**src/rtl/bin_bcd_pkg.sv**
```systemverilog
// Shared definitions for the binary/BCD converter pair: FSM state encodings,
// digit width, add-3 threshold and a constant power-of-ten helper used for
// elaboration-time range checks.
package bin_bcd_pkg;

  typedef enum logic [2:0] {
    ST_START = 3'b000,
    ST_ADD   = 3'b001,
    ST_SHIFT = 3'b010,
    ST_END1  = 3'b011,
    ST_ITER  = 3'b100
  } state_t;

  localparam int          DIGIT_W     = 4;
  localparam logic [3:0]  ADD3_THRESH = 4'd5;

  // 10**n as a 64-bit constant; valid for n <= 19.
  function automatic logic [63:0] pow10(input int n);
    logic [63:0] r;
    r = 64'd1;
    for (int i = 0; i < n; i++) begin
      r = r * 64'd10;
    end
    return r;
  endfunction

endpackage

```
**src/rtl/bin_to_bcd_control.sv**
```systemverilog
// Control FSM for bin_to_bcd: sequences load, add-3 correction, shift and
// result publication. done/busy are registered Moore outputs.
// Backpressure: none; init is only sampled in START, so requests made while
// busy are dropped.
// Ports:
//   clk, rst     clock, synchronous active-high reset
//   init         start request
//   last         datapath counter is on its final bit
//   ld           load operand (START with init)
//   w_add        apply add-3 correction this cycle
//   w_sh         shift the register this cycle
//   dec          decrement the bit counter this cycle
//   done, busy   status outputs
// Macro BIN_TO_BCD_FAST_EN: when defined, correction and shift share one ITER
// state per bit instead of alternating ADD/SHIFT states.
module control_bin_to_bcd
  import bin_bcd_pkg::*;
(
  input  logic clk,
  input  logic rst,
  input  logic init,
  input  logic last,
  output logic ld,
  output logic w_add,
  output logic w_sh,
  output logic dec,
  output logic done,
  output logic busy
);

  state_t r_state;
  logic   r_done;
  logic   r_busy;

  always_ff @(posedge clk) begin
    if (rst) begin
      r_state <= ST_START;
      r_done  <= 1'b0;
      r_busy  <= 1'b0;
    end else begin
      case (r_state)
        ST_START: begin
          if (init) begin
`ifdef BIN_TO_BCD_FAST_EN
            r_state <= ST_ITER;
`else
            r_state <= ST_ADD;
`endif
            r_busy  <= 1'b1;
          end
        end
        ST_ADD: begin
          r_state <= ST_SHIFT;
        end
        ST_SHIFT, ST_ITER: begin
          if (last) begin
            r_state <= ST_END1;
            r_done  <= 1'b1;
          end else begin
`ifdef BIN_TO_BCD_FAST_EN
            r_state <= ST_ITER;
`else
            r_state <= ST_ADD;
`endif
          end
        end
        ST_END1: begin
          r_state <= ST_START;
          r_done  <= 1'b0;
          r_busy  <= 1'b0;
        end
        default: begin
          r_state <= ST_START;
          r_done  <= 1'b0;
          r_busy  <= 1'b0;
        end
      endcase
    end
  end

  // Datapath strobes decoded from the current state; ITER asserts both the
  // correction and the shift so the datapath chains them in one cycle.
  assign ld    = (r_state == ST_START) && init;
  assign w_add = (r_state == ST_ADD)   || (r_state == ST_ITER);
  assign w_sh  = (r_state == ST_SHIFT) || (r_state == ST_ITER);
  assign dec   = w_sh;
  assign done  = r_done;
  assign busy  = r_busy;

endmodule

```
**src/rtl/bin_to_bcd.sv**
```systemverilog
// Sequential binary-to-BCD converter (shift-and-add-3 / double-dabble).
// Latency: init accepted at edge E0, done high in the cycle after E0+2*N_BITS
// (E0+N_BITS with BIN_TO_BCD_FAST_EN), bcd_out updated on the following edge.
// Backpressure: one conversion at a time; init while busy is ignored.
// Ports:
//   clk, rst   clock, synchronous active-high reset
//   init       start request, sampled only when idle
//   bin_in     binary operand, captured when init is accepted
//   bcd_out    packed BCD result, digit 0 in [3:0], held until next result
//   done       one-cycle result pulse
//   busy       conversion in progress
// Macro BIN_TO_BCD_FAST_EN: merges correction and shift into one cycle per bit.
module bin_to_bcd
  import bin_bcd_pkg::*;
#(
  parameter int N_BITS   = 16,
  parameter int N_DIGITS = 5
) (
  input  logic                          clk,
  input  logic                          rst,
  input  logic                          init,
  input  logic [N_BITS-1:0]             bin_in,
  output logic [DIGIT_W*N_DIGITS-1:0]   bcd_out,
  output logic                          done,
  output logic                          busy
);

  localparam int BCD_W = DIGIT_W * N_DIGITS;
  localparam int SR_W  = BCD_W + N_BITS;
  localparam int CNT_W = $clog2(N_BITS + 1);

  localparam logic [63:0] MAX_BIN = (64'd1 << N_BITS) - 64'd1;
  localparam logic [63:0] P10     = pow10(N_DIGITS);

  // Too few digits would silently truncate the largest operands.
  generate
    if (P10 <= MAX_BIN) begin : g_range_chk
      $fatal(1, "bin_to_bcd: N_DIGITS too small for N_BITS");
    end
  endgenerate

  logic [SR_W-1:0]  r_sr;
  logic [CNT_W-1:0] r_cnt;
  logic [BCD_W-1:0] r_bcd;
  logic [SR_W-1:0]  w_corr;
  logic             w_ld;
  logic             w_add;
  logic             w_sh;
  logic             w_dec;
  logic             w_last;

  control_bin_to_bcd u_ctrl (
    .clk   (clk),
    .rst   (rst),
    .init  (init),
    .last  (w_last),
    .ld    (w_ld),
    .w_add (w_add),
    .w_sh  (w_sh),
    .dec   (w_dec),
    .done  (done),
    .busy  (busy)
  );

  // Binary part passes through; each BCD nibble is corrected in parallel.
  // A nibble is at most 9 before correction, so +3 never overflows 4 bits.
  assign w_corr[N_BITS-1:0] = r_sr[N_BITS-1:0];

  generate
    for (genvar d = 0; d < N_DIGITS; d++) begin : g_add3
      logic [DIGIT_W-1:0] w_nib;
      assign w_nib = r_sr[N_BITS + d*DIGIT_W +: DIGIT_W];
      assign w_corr[N_BITS + d*DIGIT_W +: DIGIT_W] =
        (w_add && (w_nib >= ADD3_THRESH)) ? (w_nib + 4'd3) : w_nib;
    end
  endgenerate

  assign w_last = (r_cnt == CNT_W'(1));

  always_ff @(posedge clk) begin
    if (rst) begin
      r_sr  <= '0;
      r_cnt <= '0;
      r_bcd <= '0;
    end else begin
      if (w_ld) begin
        r_sr  <= {{BCD_W{1'b0}}, bin_in};
        r_cnt <= CNT_W'(N_BITS);
      end else if (w_sh) begin
        // In ITER w_corr already carries the correction, so this is add+shift.
        r_sr <= {w_corr[SR_W-2:0], 1'b0};
      end else if (w_add) begin
        r_sr <= w_corr;
      end
      if (w_dec) begin
        r_cnt <= r_cnt - CNT_W'(1);
      end
      // done is high exactly during END1; publish on the edge leaving it.
      if (done) begin
        r_bcd <= r_sr[SR_W-1 -: BCD_W];
      end
    end
  end

  assign bcd_out = r_bcd;

endmodule

```
**config.mk**
```make
export PLATFORM = sky130hd
export DESIGN_NAME = bin_to_bcd
export DESIGN_NICKNAME = d
export VERILOG_FILES = /design/src/rtl/bin_bcd_pkg.sv /design/src/rtl/bin_to_bcd_control.sv /design/src/rtl/bin_to_bcd.sv
export SDC_FILE = /design/constraint.sdc
export NUM_CORES = 1
export LEC_CHECK = 0
export CAP_MARGIN = 10
export CORE_MARGIN = 5
export CORE_UTILIZATION = 55
export CTS_CLUSTER_DIAMETER = 120
export CTS_CLUSTER_SIZE = 30
export DETAILED_ROUTE_END_ITERATION = 10
export MAX_ROUTING_LAYER = met4
export PLACE_DENSITY = 0.87
export SYNTH_ARGS = -nofsm -noshare
export SYNTH_HDL_FRONTEND = slang
export SYNTH_HIERARCHICAL = 1
export SYNTH_SLANG_ARGS = --single-unit
```
**constraint.sdc**
```tcl
create_clock -name clk -period 2.6 [get_ports clk]
set_input_delay 0.26 -clock clk [delete_from_list [all_inputs] [get_ports clk]]
set_output_delay 0.26 -clock clk [all_outputs]
set_load 0.005 [all_outputs]
```
==> out/summary.md <==
• **pin count of the biggest net entering global routing** 57
• **number of cells upsized or downsized after cts** 0
• **Power Density** 588.6 nW/µm²
• **effective utilization at floorplan** 0.5668
• **number of hold-slack violations in the final timing report** 0
• **register area share after synthesis** 0.3855
• **commonest cells after routing, fill and taps aside** sky130_fd_sc_hd__dfxtp_1, sky130_fd_sc_hd__nor2_1, sky130_fd_sc_hd__clkdlybuf4s50_1, sky130_fd_sc_hd__mux2i_1, sky130_fd_sc_hd__a21oi_1
• **worst-case vdd ir drop** 330.8 µV
• **Period Utilization, post-route** 0.8797
• **Routed Wire Length** 7378 µm
• **clock network latency to the later pin of the worst-skew pair** 340 ps
• **worst max-slew margin expressed relative to the limit** 0.5428
• **number of setup violations in the final report** 0
• **antenna cell count** 0
• **Maximum Capacitance Violations** 0
• **Layout fillers** 489
• **die height** 88.35 µm
• **smallest setup slack after layout** 312.8 ps
• **die outline area** 7805 µm²
• **time the final worst path needs with I/O delays and setup** 2287 ps
• **startpoint types** flip-flop
• **register clock-pin slew on the reported worst setup and hold paths** 70 ps
• **residual overflow from global routing** 0
• **share of post-route cells with drive strength above 1** 0.08028
• **final antenna-violating net count** 0
• **total via count in the routed design** 2889
• **initial antenna violation count** 0
• **number of pins exceeding their max-slew limit in the final report** 0
• **Port Buffers** 40
• **highest net fanout along the worst path** 18
• **remaining design rule violation count** 0
• **dpl hpwl** 5019 µm
• **Final Net Count** 468
• **first-pass detailed-route iteration total** 4
• **start point of the worst hold path** u_ctrl/busy$_SDFFE_PP0P_
• **register bit count reported by yosys** 65
• **Die X-Extent** 88.35 µm
• **critical register-to-register path startpoint** u_ctrl/r_state[1]$_SDFFE_PP0P_
• **std cell rows** 28
• **worst clock skew on the final layout** 6.014 ps
• **CTS tree** done
• **total clock sinks** 65
• **Synth Area per Inst** 8.503 µm²
• **worst-case hold slack** 478.8 ps
• **# IOs** 41
• **drt initial violations** 156
• **Root Driver** sky130_fd_sc_hd__clkbuf_8
• **Post-Syn Instances** 397
• **start point of the critical path** u_ctrl/r_state[1]$_SDFFE_PP0P_
• **endpoint kind of the worst setup timing path** flip-flop
• **via count of the first global-routing pass** 2841
• **Total Routing Usage GR** 0.2075
• **category of the critical setup timing path** flip-flop to flip-flop
• **Routability Congestion** 0.8352
• **total CTS buffers** 9
• **data required time of the critical path** 2870 ps
• **wire length of the first global-routing pass** 12280 µm
• **number of hold buffers added after CTS** 0
• **maximum achievable frequency** 437.2 MHz
• **outcome** finished, final reports clean
• **sum of negative setup slack** 0 ps
• **LEAKAGE** 1.370 nW
• **RSZ-0062 raised after global routing** false
• **largest buffer count on any clock path** 2
• **type of the tightest min-delay check** flip-flop to flip-flop
• **WP data arrival** 2550 ps
• **Synthesis Warnings** 6
• **# H-tree levels** 3
• **most common cell after layout, fill and taps aside** sky130_fd_sc_hd__dfxtp_1
• **Yosys cell types** 46
• **Syn-to-layout area delta** 18.27%
• **Worst Tran Pin Value** 685.1 ps
• **vias per cell** 5.654
• **buffer count from post-CTS setup fixing** 0
• **Routed wire per std cell** 14.44 µm
• **net count after synthesis** 434
• **Post-Place Setup Slack** 331.3 ps
• **post-synthesis instance area** 3376 µm²
• **core box area** 5956 µm²
==> worst max-delay path, cell delays in order (launching register included) <==
cell and delay [ps]:
sky130_fd_sc_hd__dfxtp_1 360, sky130_fd_sc_hd__inv_1 120, sky130_fd_sc_hd__ha_1 610, sky130_fd_sc_hd__nand2_1 180, sky130_fd_sc_hd__or4_1 550, sky130_fd_sc_hd__and3_1 180, sky130_fd_sc_hd__a211oi_1 200
==> area by class of cell <==
class / count / area, µm² / share of cell area
sequential: 65 / 1301 / 0.3259
tap: 75 / 93.84 / 0.02350
inverter: 16 / 60.06 / 0.01504
multi-input combinational: 290 / 1902 / 0.4763
timing repair buffer: 49 / 480.5 / 0.1203
clock buffer: 12 / 135.1 / 0.03385
clock inverter: 4 / 20.02 / 0.005014
==> cell usage after synthesis, drive strengths merged <==
library cell   n  share of area
o21ai         18          0.027
nand2b         8          0.015
o31ai          2         0.0044
a211o          5          0.013
mux2i         36           0.11
xnor2          5          0.013
nor2b          7          0.017
a221oi         1         0.0026
a21oi         29          0.043
or2            2         0.0037
nand4b         4          0.010
inv           16          0.018
buf            8          0.014
or4b           1         0.0030
and3           4         0.0074
or3b           2         0.0052
nand3          5         0.0074
ha            18          0.067
or3            3         0.0056
nor4b          1         0.0026
mux2           1         0.0033
a211oi         4          0.013
nor2          63          0.070
dfxtp         65           0.39
nor3          12          0.018
clkbuf        18          0.020
and2           5         0.0093
o221ai         4          0.010
nor4bb         4          0.012
or4            4         0.0089
a31oi          1         0.0019
nand2         30          0.036
a311oi         6          0.016
o22ai          1         0.0019
nor3b          1         0.0022
a2bb2oi        1         0.0026
o31a           1         0.0026
nand4          1         0.0019
==> flip-flops by register name, summed over array words and instances (netlist names) <==
signal          count
u_ctrl/r_state      2
r_cnt               5
r_sr               36
u_ctrl/done         1
bcd_out            20
u_ctrl/busy         1
==> final timing paths <==
| kind | end | slack (ps) | cells after the start |
|---|---|---|---|
| worst max-delay path | r_sr[20]$_SDFFE_PP0P_ | 310 | 6 |
| worst min-delay path | u_ctrl/busy$_SDFFE_PP0P_ | 480 | 2 |
| worst max register to register | r_sr[20]$_SDFFE_PP0P_ | 310 | 6 |
| worst min register to register | u_ctrl/busy$_SDFFE_PP0P_ | 480 | 2 |
==> per-stage QoR <==
| stage | power [mW] | cells | area, µm² | utilization |
|---|---|---|---|---|
| 2_1_floorplan | 1.504 | 397 | 3376 | - |
| 3_3_place_gp | 1.610 | 495 | 3837 | 0.6443 |
| 3_5_place_dp | 1.642 | 495 | 3837 | 0.6443 |
| 4_1_cts | 2.358 | 511 | 3993 | 0.6704 |
| 5_1_grt | 2.476 | 511 | 3993 | 0.6704 |
| 6_report | 2.350 | 511 | 3993 | 0.6704 |
==> per-layer routing <==
| metal | vias to the layer above | GRT usage | wire, µm | share of wire |
|---|---|---|---|---|
| met2 | 79 | 0.3644 | 3725 | 0.50 |
| met3 | 19 | 0.04562 | 367 | 0.050 |
| met4 | 0 | 0.1099 | 196 | 0.027 |
| met1 | 1345 | 0.2156 | 3088 | 0.42 |
| met5 | - | - | 0 | 0 |
| li1 | 1446 | - | - | - |
==> logic make-up after synthesis <==
kind of cell,Yosys count,share of synthesized area
mux,37,0.1101
compound gates,73,0.1379
simple gates,157,0.2350
flops,65,0.3855
buf+inv,42,0.05189
fa+ha+maj,18,0.06672
xor+xnor,5,0.01297
==> power breakdown <==
| group | total, mW | internal (mW) | switching (mW) |
|---|---|---|---|
| registers | 1.11 | 1.06 | 0.0563 |
| clock network | 0.724 | 0.340 | 0.383 |
| logic | 0.514 | 0.227 | 0.287 |
Power figures use the tool's default switching activity.
